### src/rtl/if_id_pipe_reg.sv
// ---------------------------------------------------------------------------
// if_id_pipe_reg
//   IF/ID pipeline register between instruction fetch and decode.
//   A main entry drives the decode-side outputs directly (all outputs are
//   registered). A one-entry skid buffer catches the beat that fetch may
//   still launch in the cycle decode starts to backpressure, so no beat is
//   lost and in_ready can be a plain register. A synchronous flush squashes
//   both entries and any beat arriving in the same cycle. Whenever no valid
//   instruction is held the output instruction is forced to NOP_INSTR.
//
// Ports
//   clk, rst        clock / synchronous active-high reset
//   flush           squash held and incoming beats
//   in_valid/ready  fetch-side handshake (in_ready = NOT skid valid)
//   in_pc, in_instr incremented PC and instruction from fetch
//   out_valid/ready decode-side handshake
//   out_pc          in_pc - PC_ADJUST of the held beat
//   out_instr       held instruction, NOP_INSTR when out_valid = 0
//   stall_count     saturating count of out_valid & ~out_ready cycles
// ---------------------------------------------------------------------------
module if_id_pipe_reg #(
    parameter int unsigned                 PC_W      = 8,
    parameter int unsigned                 INSTR_W   = 32,
    parameter logic [INSTR_W-1:0]          NOP_INSTR = 32'hF800_0000,
    parameter int unsigned                 PC_ADJUST = 1,
    parameter int unsigned                 CNT_W     = 16
) (
    input  logic               clk,
    input  logic               rst,
    input  logic               flush,
    input  logic               in_valid,
    output logic               in_ready,
    input  logic [PC_W-1:0]    in_pc,
    input  logic [INSTR_W-1:0] in_instr,
    output logic               out_valid,
    input  logic               out_ready,
    output logic [PC_W-1:0]    out_pc,
    output logic [INSTR_W-1:0] out_instr,
    output logic [CNT_W-1:0]   stall_count
);

    // Fetch hands us the already-incremented PC; the adjustment wraps mod 2^PC_W.
    localparam logic [PC_W-1:0] ADJ = PC_W'(PC_ADJUST);

    typedef struct packed {
        logic [PC_W-1:0]    pc;
        logic [INSTR_W-1:0] instr;
    } beat_t;

    logic  m_valid, s_valid;
    beat_t m_beat,  s_beat;
    beat_t in_beat;
    logic  acc, adv;
    logic  [CNT_W-1:0] stall_cnt;

    assign in_beat.pc    = in_pc - ADJ;
    assign in_beat.instr = in_instr;

    // in_ready is a function of a register only, so it is glitch-free and
    // breaks the combinational path from out_ready back to fetch.
    assign in_ready = ~s_valid;
    assign acc      = in_valid & in_ready;
    assign adv      = out_ready | ~m_valid;

    // Main / skid entries
    always_ff @(posedge clk) begin
        if (rst) begin
            m_valid <= 1'b0;
            m_beat  <= '{pc: '0, instr: NOP_INSTR};
            s_valid <= 1'b0;
            s_beat  <= '{pc: '0, instr: NOP_INSTR};
        end else if (flush) begin
            // Squash everything, including a beat accepted this cycle.
            m_valid <= 1'b0;
            m_beat  <= '{pc: '0, instr: NOP_INSTR};
            s_valid <= 1'b0;
        end else if (adv) begin
            if (s_valid) begin
                // Oldest beat first: the skid always drains before new input.
                m_valid <= 1'b1;
                m_beat  <= s_beat;
                s_valid <= acc;
                if (acc) s_beat <= in_beat;
            end else if (acc) begin
                m_valid <= 1'b1;
                m_beat  <= in_beat;
            end else begin
                // Bubble: keep the last PC, present a NOP.
                m_valid      <= 1'b0;
                m_beat.instr <= NOP_INSTR;
            end
        end else if (acc) begin
            // Main held under backpressure; park the in-flight beat.
            s_valid <= 1'b1;
            s_beat  <= in_beat;
        end
    end

    // Stall counter: only reset clears it, flush leaves it alone.
    always_ff @(posedge clk) begin
        if (rst) begin
            stall_cnt <= '0;
        end else if (m_valid && !out_ready && (stall_cnt != {CNT_W{1'b1}})) begin
            stall_cnt <= stall_cnt + CNT_W'(1);
        end
    end

    assign out_valid   = m_valid;
    assign out_pc      = m_beat.pc;
    assign out_instr   = m_beat.instr;
    assign stall_count = stall_cnt;

endmodule

### config.mk
export PLATFORM = sky130hd
export DESIGN_NAME = if_id_pipe_reg
export DESIGN_NICKNAME = d
export VERILOG_FILES = /design/src/rtl/if_id_pipe_reg.sv
export SDC_FILE = /design/constraint.sdc
export NUM_CORES = 1
export LEC_CHECK = 0
export CAP_MARGIN = 10
export CORE_MARGIN = 5
export CORE_UTILIZATION = 40
export DETAILED_ROUTE_END_ITERATION = 10
export PLACE_DENSITY = 0.69
export SLEW_MARGIN = 20
export SYNTH_ARGS = -nofsm -noshare
export SYNTH_HDL_FRONTEND = slang
export SYNTH_SLANG_ARGS = --single-unit
### constraint.sdc
create_clock -name clk -period 1.9 [get_ports clk]
set_input_delay 0.285 -clock clk [delete_from_list [all_inputs] [get_ports clk]]
set_output_delay 0.285 -clock clk [all_outputs]
set_load 0.02 [all_outputs]
==> metrics.yaml, run 1 <==
p_per_area_nw_per_um2: 684.9
drc_errors: 0
syn-num-nets: 572
synth-edff-count: 0
cp.required_ps: 2180
cts-htree-levels: 3
yosysWarningCount: 0
cp-end-kind: "flop"
place_ws_ps: -285.7
power_leakage_nw: 2.185
track_usage_pct: 18.51
antenna_found_initial: 0
cts_tree: "done"
io_pins: 103
synthArstFlopShare_pct: 0
path_max_fanout: 3
grt_pass1_vias: 4050
n_antenna_cell: 0
final_util_pct: 56.00
rsz0062_at_grt: "no"
drv_slew: 0
seq_area_um2: 1972
yosysSeqAreaShare_pct: 46.09
layout_common_cells: "101 x clkdlybuf4s50_1, 94 x dfxtp_1, 87 x nand2_1, 49 x nor2_1, 45 x a21oi_1"
syn2layout_area_growth_pct: 36.42
grt_max_degree: 34
place_inst: 759
fp.dieW_um: 113.2
clock_latency_ps: 350
multiInputGateArea_um2: 2083
ant_nets: 0
core_um2: 10370
drive_gt1_share_pct: 11.89
synth_area_leaders: "dfxtp_1 46%, nand2_1 7.7%, a211oi_1 5.8%, a21oi_1 5.3%, nor2_1 4.3%"
clock_path_buffers: 2
crit_path_top_delay_cell: "or4_4"
critical_path.startpoint_type: "input pin"
n_fill_cell: 987
finalNonFillerCells: 775
final_hold_viol_count: 0
worstMarginPinSlew_ps: 452.5
synthFlopType: "dfxtp_1"
critPathKind: "input pin to flop"
drv_cap: 0
hpwl_um: 8513
final_common_cell: "clkdlybuf4s50_1"
path_clk_slew_ps: 100
routedWlPerCell_um: 15.09
synth.distinct_cells: 47
die-height_um: 113.2
finalNetCount: 681
hp-class: "input pin to flop"
gr-total-overflow: 0
yosysTopAreaCell: "dfxtp_1"
synth_top_cell_area_share_pct: 46.09
critPathArrivalTime_ps: 2080
vdd_drop_max_mv: 0.3408
cts-root-buf: "clkbuf_8"
crit_path_cell_trace: "clkdlybuf4s50_1, or4_4, or3_1, a211o_1, a31oi_1"
cts_buffers: 9
synth_seq_cells: 98
relSlewSlack_pct: 69.80
dieArea_um2: 12800
finalSetupViolCount: 0
first_pass_iters: 4
min_period_over_period_pct: 94.48
outcome: "finished clean"
grt_pass1_wl_um: 19680
route.vias.total: 4130
worst_slack_ps: 104.8
synth.avg_cell_area_um2: 8.108
postCtsHoldBufs: 0
fmax_mhz: 557.0
tns_ps: 0
start_util_pct: 41.05
first_iter_violations: 181
critPathMaxStageDelay_ps: 560
fin_crit_ps: 1795
cts_num_sinks: 98
place_congestion: 0.8302
synth.cell_area_um2: 4257
num_rows: 37
io_buffer_count: 102
vias_per_cell: 5.329
finalWirelength_um: 11690
syn_inst: 525
finClkSkew_ps: 6.357
==> routing by layer <==
layer  share of wire (%)  GRT usage (%)  routed length (um)  vias to the layer above
met5                   0              0                   0                        -
met4                0.83          6.010                  97                        0
met3                 6.0          4.011                 707                        8
met2                  49          29.86                5682                      115
met1                  45          24.66                5208                     1923
li1                    -              -                   -                     2084
==> cell type report <==
class | count | share of cell area [%]
sequential | 98 | 33.96
clock inverter | 5 | 1.056
tap | 136 | 2.930
inverter | 14 | 0.9050
clock buffer | 11 | 2.435
multi-input combinational | 371 | 35.88
timing repair buffer | 140 | 22.84
==> per-stage QoR <==
step	total power (W)	hold slack (ps)	area, um^2
after detailed placement	0.002633	446.7	5590
after global routing	0.004142	388.5	5807
after floorplan	0.002378	380.6	4259
after CTS	0.004010	351.7	5793
final	0.003977	371.7	5807
after global placement	0.002626	441.4	5590
==> what timing repair did <==
action	CTS	global route
hold endpoints to repair	0	0
setup buffers	0	0
gates resized for setup	0	6
endpoints found under the setup margin	0	5
==> final timing paths <==
check	start	to	slack (ps)	depth (start not counted)
worst max-delay path	in_pc[1]	out_pc[5]	100	5
worst min-delay path	rst	s_beat[12]	370	2
worst max register to register	stall_count[5]	stall_count[15]	140	4
worst min register to register	s_beat[24]	s_beat[24]	460	2
==> state kept, by name, summed over array words and instances (netlist names) <==
register and cells:
s_beat 40, out_instr 32, stall_count 16, out_pc 8, out_valid 1, s_valid 1
==> cells by family after synthesis <==
kind of cell / share of synthesized area [%]
xor+xnor: 0.8232
buf+inv: 5.350
compound gates: 18.99
mux: 0.9994
flops: 46.09
simple gates: 27.16
fa+ha+maj: 0.5878
==> report_power, final <==
part           total, W  switching, W  internal (W)
sequential      0.00211     0.0000236       0.00209
combinational  0.000467      0.000229      0.000237
clock           0.00140      0.000740      0.000656
total           0.00398      0.000993       0.00298
==> Yosys cell counts (all sizes together), types with 3 or more instances <==
cell type and instances:
a221oi 5, or2 3, nor2 49, nand3 11
dfxtp 98, or4 6, nor3 30, nand2 87
a211oi 33, nor2b 4, nor4 8, or3 6
clkbuf 33, o211ai 7, and3 28, o41ai 4
buf 7, a21oi 45, nand4 3, o31ai 4
inv 14, o21ai 10
==> critical path, delay by kind of cell <==
kind	cells	cell delay, ps
AOI/OAI and AO/OA	2	450
buffers and inverters	1	430
and+or+nand+nor	2	910
Power figures use the tool's default switching activity.
==> run 2, diff against run 1 <==
SLEW_MARGIN = unset   (was 20)
==> results of run 2 <==
Same layout as run 1: the final DEF is identical, and so are final timing and power.
